**src/rtl/frame_mem_arbiter_if.sv**
```systemverilog
`default_nettype none
// +----------------------------------------------------------------------+
// | frame_mem_arbiter_if                                                 |
// | CPU / VGA request ports and frame RAM port of the frame arbiter.     |
// | Revision: 1.0                                                        |
// +----------------------------------------------------------------------+
interface frame_mem_arbiter_if #(
    parameter int ADDR_W = 16,
    parameter int DATA_W = 8
);
    logic              cpu_req;
    logic              cpu_we;
    logic [ADDR_W-1:0] cpu_addr;
    logic [DATA_W-1:0] cpu_wdata;
    logic              cpu_gnt;
    logic              cpu_rvalid;
    logic [DATA_W-1:0] cpu_rdata;

    logic              vga_req;
    logic [ADDR_W-1:0] vga_addr;
    logic              vga_gnt;
    logic              vga_rvalid;
    logic [DATA_W-1:0] vga_rdata;
    logic              vga_miss;
    logic              miss_clr;

    logic              mem_en;
    logic              mem_we;
    logic [ADDR_W-1:0] mem_addr;
    logic [DATA_W-1:0] mem_wdata;
    logic [DATA_W-1:0] mem_rdata;

    // Arbiter side
    modport slave (
        input  cpu_req, cpu_we, cpu_addr, cpu_wdata,
        output cpu_gnt, cpu_rvalid, cpu_rdata,
        input  vga_req, vga_addr, miss_clr,
        output vga_gnt, vga_rvalid, vga_rdata, vga_miss,
        output mem_en, mem_we, mem_addr, mem_wdata,
        input  mem_rdata
    );

    // Requesters and RAM side
    modport master (
        output cpu_req, cpu_we, cpu_addr, cpu_wdata,
        input  cpu_gnt, cpu_rvalid, cpu_rdata,
        output vga_req, vga_addr, miss_clr,
        input  vga_gnt, vga_rvalid, vga_rdata, vga_miss,
        input  mem_en, mem_we, mem_addr, mem_wdata,
        output mem_rdata
    );
endinterface
`default_nettype wire

```
**src/rtl/frame_mem_arbiter.sv**
```systemverilog
`default_nettype none
// +----------------------------------------------------------------------+
// | frame_mem_arbiter                                                    |
// | VGA-priority single-port frame RAM arbiter with CPU starvation bound.|
// | Revision: 1.0                                                        |
// +----------------------------------------------------------------------+
module frame_mem_arbiter #(
    parameter int ADDR_W     = 16,
    parameter int DATA_W     = 8,
    parameter int STARVE_MAX = 4
) (
    input  wire                clk,
    input  wire                reset,
    frame_mem_arbiter_if.slave bus
);
    localparam logic [3:0] c_starve_max = 4'(STARVE_MAX);

    logic [3:0]        r_starve_cnt;
    logic              r_pending;
    logic              r_owner;
    logic              r_vga_miss;
    logic [DATA_W-1:0] r_cpu_rdata;
    logic [DATA_W-1:0] r_vga_rdata;

    logic              w_force_cpu;
    logic              w_cpu_gnt;
    logic              w_vga_gnt;
    logic              w_read;
    logic              w_cpu_rvalid;
    logic              w_vga_rvalid;
    logic [ADDR_W-1:0] w_mem_addr;
    logic [DATA_W-1:0] w_mem_wdata;

    // The CPU wins a contended cycle only once it has been denied STARVE_MAX times
    assign w_force_cpu = bus.cpu_req & bus.vga_req & (r_starve_cnt == c_starve_max);
    assign w_cpu_gnt   = reset & bus.cpu_req & (~bus.vga_req | w_force_cpu);
    assign w_vga_gnt   = reset & bus.vga_req & ~w_force_cpu;
    assign w_read      = w_vga_gnt | (w_cpu_gnt & ~bus.cpu_we);

    always_comb begin
        w_mem_addr  = '0;
        w_mem_wdata = '0;
        if (w_cpu_gnt) begin
            w_mem_addr  = bus.cpu_addr;
            w_mem_wdata = bus.cpu_wdata;
        end else if (w_vga_gnt) begin
            w_mem_addr  = bus.vga_addr;
        end
    end

    assign bus.cpu_gnt   = w_cpu_gnt;
    assign bus.vga_gnt   = w_vga_gnt;
    assign bus.mem_en    = w_cpu_gnt | w_vga_gnt;
    assign bus.mem_we    = w_cpu_gnt & bus.cpu_we;
    assign bus.mem_addr  = w_mem_addr;
    assign bus.mem_wdata = w_mem_wdata;

    // RAM data arrives one cycle after the grant; owner 1 = CPU, 0 = VGA
    assign w_cpu_rvalid  = r_pending & r_owner;
    assign w_vga_rvalid  = r_pending & ~r_owner;
    assign bus.cpu_rvalid = w_cpu_rvalid;
    assign bus.vga_rvalid = w_vga_rvalid;
    assign bus.cpu_rdata  = w_cpu_rvalid ? bus.mem_rdata : r_cpu_rdata;
    assign bus.vga_rdata  = w_vga_rvalid ? bus.mem_rdata : r_vga_rdata;
    assign bus.vga_miss   = r_vga_miss;

    always_ff @(posedge clk or negedge reset) begin
        if (!reset) begin
            r_starve_cnt <= '0;
            r_pending    <= 1'b0;
            r_owner      <= 1'b0;
            r_vga_miss   <= 1'b0;
            r_cpu_rdata  <= '0;
            r_vga_rdata  <= '0;
        end else begin
            if (!bus.cpu_req || w_cpu_gnt) begin
                r_starve_cnt <= '0;
            end else if (r_starve_cnt != c_starve_max) begin
                r_starve_cnt <= r_starve_cnt + 4'd1;
            end

            r_pending <= w_read;
            if (w_read) begin
                r_owner <= w_cpu_gnt;
            end

            if (w_cpu_rvalid) begin
                r_cpu_rdata <= bus.mem_rdata;
            end
            if (w_vga_rvalid) begin
                r_vga_rdata <= bus.mem_rdata;
            end

            // A new miss takes precedence over a simultaneous clear
            if (w_cpu_gnt & bus.vga_req) begin
                r_vga_miss <= 1'b1;
            end else if (bus.miss_clr) begin
                r_vga_miss <= 1'b0;
            end
        end
    end
endmodule
`default_nettype wire
```
**src/flat_wrapper.sv**
```systemverilog
// flat-port wrapper written by rule: the top's interface ports become plain ports
module frame_mem_arbiter_flat 
#(
    parameter int ADDR_W     = 16,
    parameter int DATA_W     = 8,
    parameter int STARVE_MAX = 4
)
  (clk, reset, bus_cpu_req, bus_cpu_we, bus_cpu_addr, bus_cpu_wdata, bus_cpu_gnt, bus_cpu_rvalid, bus_cpu_rdata, bus_vga_req, bus_vga_addr, bus_miss_clr, bus_vga_gnt, bus_vga_rvalid, bus_vga_rdata, bus_vga_miss, bus_mem_en, bus_mem_we, bus_mem_addr, bus_mem_wdata, bus_mem_rdata);
  frame_mem_arbiter_if #(.ADDR_W(ADDR_W), .DATA_W(DATA_W)) bus_i ();
  input  wire clk;
  input  wire reset;
  input wire logic [$bits(bus_i.cpu_req)-1:0] bus_cpu_req;
  input wire logic [$bits(bus_i.cpu_we)-1:0] bus_cpu_we;
  input wire logic [$bits(bus_i.cpu_addr)-1:0] bus_cpu_addr;
  input wire logic [$bits(bus_i.cpu_wdata)-1:0] bus_cpu_wdata;
  output wire logic [$bits(bus_i.cpu_gnt)-1:0] bus_cpu_gnt;
  output wire logic [$bits(bus_i.cpu_rvalid)-1:0] bus_cpu_rvalid;
  output wire logic [$bits(bus_i.cpu_rdata)-1:0] bus_cpu_rdata;
  input wire logic [$bits(bus_i.vga_req)-1:0] bus_vga_req;
  input wire logic [$bits(bus_i.vga_addr)-1:0] bus_vga_addr;
  input wire logic [$bits(bus_i.miss_clr)-1:0] bus_miss_clr;
  output wire logic [$bits(bus_i.vga_gnt)-1:0] bus_vga_gnt;
  output wire logic [$bits(bus_i.vga_rvalid)-1:0] bus_vga_rvalid;
  output wire logic [$bits(bus_i.vga_rdata)-1:0] bus_vga_rdata;
  output wire logic [$bits(bus_i.vga_miss)-1:0] bus_vga_miss;
  output wire logic [$bits(bus_i.mem_en)-1:0] bus_mem_en;
  output wire logic [$bits(bus_i.mem_we)-1:0] bus_mem_we;
  output wire logic [$bits(bus_i.mem_addr)-1:0] bus_mem_addr;
  output wire logic [$bits(bus_i.mem_wdata)-1:0] bus_mem_wdata;
  input wire logic [$bits(bus_i.mem_rdata)-1:0] bus_mem_rdata;
  assign bus_i.cpu_req = bus_cpu_req;
  assign bus_i.cpu_we = bus_cpu_we;
  assign bus_i.cpu_addr = bus_cpu_addr;
  assign bus_i.cpu_wdata = bus_cpu_wdata;
  assign bus_cpu_gnt = bus_i.cpu_gnt;
  assign bus_cpu_rvalid = bus_i.cpu_rvalid;
  assign bus_cpu_rdata = bus_i.cpu_rdata;
  assign bus_i.vga_req = bus_vga_req;
  assign bus_i.vga_addr = bus_vga_addr;
  assign bus_i.miss_clr = bus_miss_clr;
  assign bus_vga_gnt = bus_i.vga_gnt;
  assign bus_vga_rvalid = bus_i.vga_rvalid;
  assign bus_vga_rdata = bus_i.vga_rdata;
  assign bus_vga_miss = bus_i.vga_miss;
  assign bus_mem_en = bus_i.mem_en;
  assign bus_mem_we = bus_i.mem_we;
  assign bus_mem_addr = bus_i.mem_addr;
  assign bus_mem_wdata = bus_i.mem_wdata;
  assign bus_i.mem_rdata = bus_mem_rdata;
  frame_mem_arbiter #(.ADDR_W(ADDR_W), .DATA_W(DATA_W), .STARVE_MAX(STARVE_MAX)) u_core (.clk(clk), .reset(reset), .bus(bus_i));
endmodule
```
**config.mk**
```make
export PLATFORM = sky130hd
export DESIGN_NAME = frame_mem_arbiter_flat
export DESIGN_NICKNAME = d
export VERILOG_FILES = /design/src/rtl/frame_mem_arbiter_if.sv /design/src/rtl/frame_mem_arbiter.sv /design/src/flat_wrapper.sv
export SDC_FILE = /design/constraint.sdc
export NUM_CORES = 1
export LEC_CHECK = 0
export ABC_AREA = 0
export CAP_MARGIN = 20
export CORE_MARGIN = 4
export CORE_UTILIZATION = 32
export CTS_BUF_LIST = sky130_fd_sc_hd__clkbuf_8 sky130_fd_sc_hd__clkbuf_16
export DETAILED_ROUTE_END_ITERATION = 7
export PLACE_DENSITY = 0.79
export SYNTH_ARGS = -nofsm -noshare
export SYNTH_HDL_FRONTEND = slang
export SYNTH_SLANG_ARGS = --single-unit
```
**constraint.sdc**
```tcl
create_clock -name clk -period 2 [get_ports clk]
set_clock_uncertainty 0.1 [all_clocks]
set_input_delay 0.4 -clock clk [delete_from_list [all_inputs] [get_ports clk]]
set_output_delay 0.4 -clock clk [all_outputs]
set_load 0.01 [all_outputs]
```
==> flow_metrics.py <==
metrics = {
    "worst_setup_path": {
        "arrival_ns": 1.80,
        "start_kind": "flop",
        "worstPathRequired_ns": 1.50,
        "end_kind": "output pin",
        "cp_max_fo": 7,
        "path_class": "reg2out",
    },
    "die": {
        "rows": 22,
        "die_h_um": 70.31,
        "start_util_pct": 33.43,
        "die_w_um": 70.31,
        "fp.coreArea_um2": 3716,
        "dieArea_um2": 4944,
        "top_level_ports": 101,
    },
    "global_routing": {
        "first_global_vias": 1467,
        "grt_max_degree": 17,
        "grt_usage_pct": 18.00,
        "antenna_found_initial": 0,
        "gr-total-overflow": 0,
        "grt_pass1_wl_um": 7148,
    },
    "detailed_routing": {
        "vias": 1383,
        "drt-initial-drc-count": 37,
        "wirelength_um": 4818,
        "viasPerCell": 4.785,
        "ant_nets": 0,
        "dr.pass1.iters": 4,
        "drc_errors": 0,
        "wl_per_cell_um": 16.67,
    },
    "power": {
        "ir_drop_v": 0.0003057,
        "swShare_pct": 28.60,
        "power_frac_comb_pct": 48.9,
        "p_sw_w": 0.0004953,
        "p_int_w": 0.001237,
        "clkPwrFrac_pct": 16.0,
        "p_per_area_nw_per_um2": 596.0,
        "pwr-share-seq_pct": 35.2,
        "p_leak_nw": 1.423,
        "fin_total_pwr_w": 0.001732,
    },
    "cts": {
        "cts_tree": "done",
        "clockBufferDepth": 2,
        "cts-root-buf": "clkbuf_8",
        "insertion_delay_ns": 0.26,
        "cts_hold_buf": 0,
        "cts_buffers": 3,
        "h-tree-depth": 1,
        "clk_pin_slew_worst_paths_ns": 0.08,
        "clkSinkCount": 23,
    },
    "placement": {
        "gp_congestion": 0.8343,
        "hpwl_um": 3111,
        "numPortBuffers": 100,
    },
    "sta": {
        "rsz0062_at_grt": "true",
        "setup_ws_ns": -0.2974,
        "slew_violations": 0,
        "setup_tns_ns": -7.808,
        "slew_headroom_pct": 81.61,
        "tightest_slew_ns": 0.2730,
        "fmax_ghz": 0.4353,
        "hold_violations": 0,
        "finalSetupViolCount": 35,
        "period_needed_ns": 2.297,
        "post-route-period-util_pct": 114.9,
        "hold_slack_ns": 0.4052,
    },
    "synthesis": {
        "yosysWarnings": 0,
        "synth_top_area_share_pct": 46.32,
        "syn_avg_cell_area_um2": 12.42,
        "synth_ff_type": "dfrtp_1",
        "synth_commonest_cells": "23 x dfrtp_1, 16 x a22o_2, 16 x mux2_2",
        "yosysUniqueCellTypes": 26,
        "synth_edf_count": 0,
        "syn_inst": 100,
        "ys_top_cells_by_area": "dfrtp_1 46%, mux2_2 15%, a22o_2 13%, and2_1 4.5%, buf_6 2.7%",
        "synth.ff_latch_count": 23,
        "synth_most_common_cell": "dfrtp_1",
        "synth_nets": 156,
        "synth_async_sr_flop_share_pct": 100.0,
        "synth_seq_area_share_pct": 46.32,
        "syn_area_um2": 1242,
        "yosysTopAreaCell": "dfrtp_1",
    },
    "final_layout": {
        "post-route-util_pct": 78.22,
        "area_delta_synth_final_pct": 133.9,
        "drive_above_1_share_pct": 55.19,
        "nets": 298,
        "num-fill-cells": 221,
        "diodes": 0,
    },
    "flow_run": {
        "maxCapViolCount": 0,
    },
    "hold_path": {
        "hp-class": "reg2reg",
    },
    "outcome": {
        "status": "finished, violations left",
        "violations": "negative setup slack",
    },
}
## per-stage QoR
stage	setup WS [ns]	instances	cell area, um2
CTS	-0.2840	278	2768
detailed placement	-0.6658	260	2415
floorplan	0.06899	100	1242
global route	-0.4013	289	2907
global placement	-0.6459	260	2415
finish	-0.2974	289	2907
## timing repair
item | in CTS | in global routing
pin swaps | 18 | 9
resized for setup | 219 | 36
setup endpoints to repair | 46 | 44
buffers inserted | 10 | 10
gates cloned | 4 | 2
## area by class of cell
| class | instances | area (um2) | area share, % |
|---|---|---|---|
| Timing Repair Buffer | 142 | 1410 | 48.51 |
| Multi-Input combinational cell | 64 | 783.3 | 26.95 |
| Sequential cell | 23 | 578.1 | 19.89 |
| Tap cell | 48 | 60.06 | 2.066 |
| Clock buffer | 3 | 41.29 | 1.421 |
| Inverter | 8 | 30.03 | 1.033 |
| Clock inverter | 1 | 3.754 | 0.1291 |
## power groups by stage
stage               Sequential (W)  Combinational (W)  Clock (W)
CTS                       0.000599           0.000772   0.000282
global route              0.000619           0.000901   0.000302
global placement          0.000600           0.000694          0
finish                    0.000609           0.000846   0.000277
floorplan                 0.000599           0.000272          0
detailed placement        0.000604           0.000706          0
## layer usage
layer | part of all wire (%) | global-route usage, %
met1 | 36 | 20.14
met2 | 51 | 32.64
met3 | 12 | 6.619
met4 | 0.83 | 3.191
met5 | 0 | 0
## cell usage in the layout, fill, tap and decap left out, types with 4 or more instances in the layout
master	Yosys	layout
clkdlybuf4s15_1	0	4
buf_2	3	6
inv_1	8	6
buf_4	0	26
clkdlybuf4s50_1	0	53
dfrtp_1	23	21
and2_1	9	5
buf_6	3	42
mux2_4	0	9
mux2_2	16	7
a22o_4	0	14
clkbuf_2	0	4
and2_4	0	4
## state kept, by name, indices dropped and copies added (netlist names)
register             count
u_core.r_cpu_rdata       8
u_core.r_vga_rdata       8
u_core.r_starve_cnt      4
u_core.bus.vga_miss      1
u_core.r_owner           1
u_core.r_pending         1
## worst max-delay path, cell delays in order (launching register included)
cell and delay [ns]:
dfrtp_1 0.39, inv_2 0.08, ha_4 0.14, nand3b_4 0.11, a211oi_4 0.28, buf_4 0.17
buf_6 0.12, and2_1 0.12, buf_2 0.13
## path summary, 6_finish.rpt
kind | slack [ns] | end | start | cells past startpoint
setup reg to reg | 0.10 | u_core.bus.vga_miss | u_core.r_starve_cnt[0] | 10
setup / recovery | -0.30 | bus_mem_wdata[5] | u_core.r_starve_cnt[0] | 8
max in group asynchronous | 1.18 | u_core.r_owner | reset | 3
min in group asynchronous | 0.42 | u_core.r_vga_rdata[0] | reset | 2
hold reg to reg | 0.41 | u_core.r_vga_rdata[6] | u_core.r_vga_rdata[6] | 1
hold / removal | 0.41 | u_core.r_vga_rdata[6] | u_core.r_vga_rdata[6] | 1
## logic make-up (layout without fill, tap and decap cells)
kind of cell | Yosys count | count (layout) | synth area share (%)
mux | 16 | 16 | 14.50
simple gates | 17 | 18 | 9.164
flops | 23 | 23 | 46.32
xor+xnor | 1 | 1 | 0.7051
compound gates | 27 | 27 | 20.95
fa+ha+maj | 2 | 2 | 2.014
buf+inv | 14 | 154 | 6.344
(Power assumes the default switching activity.)
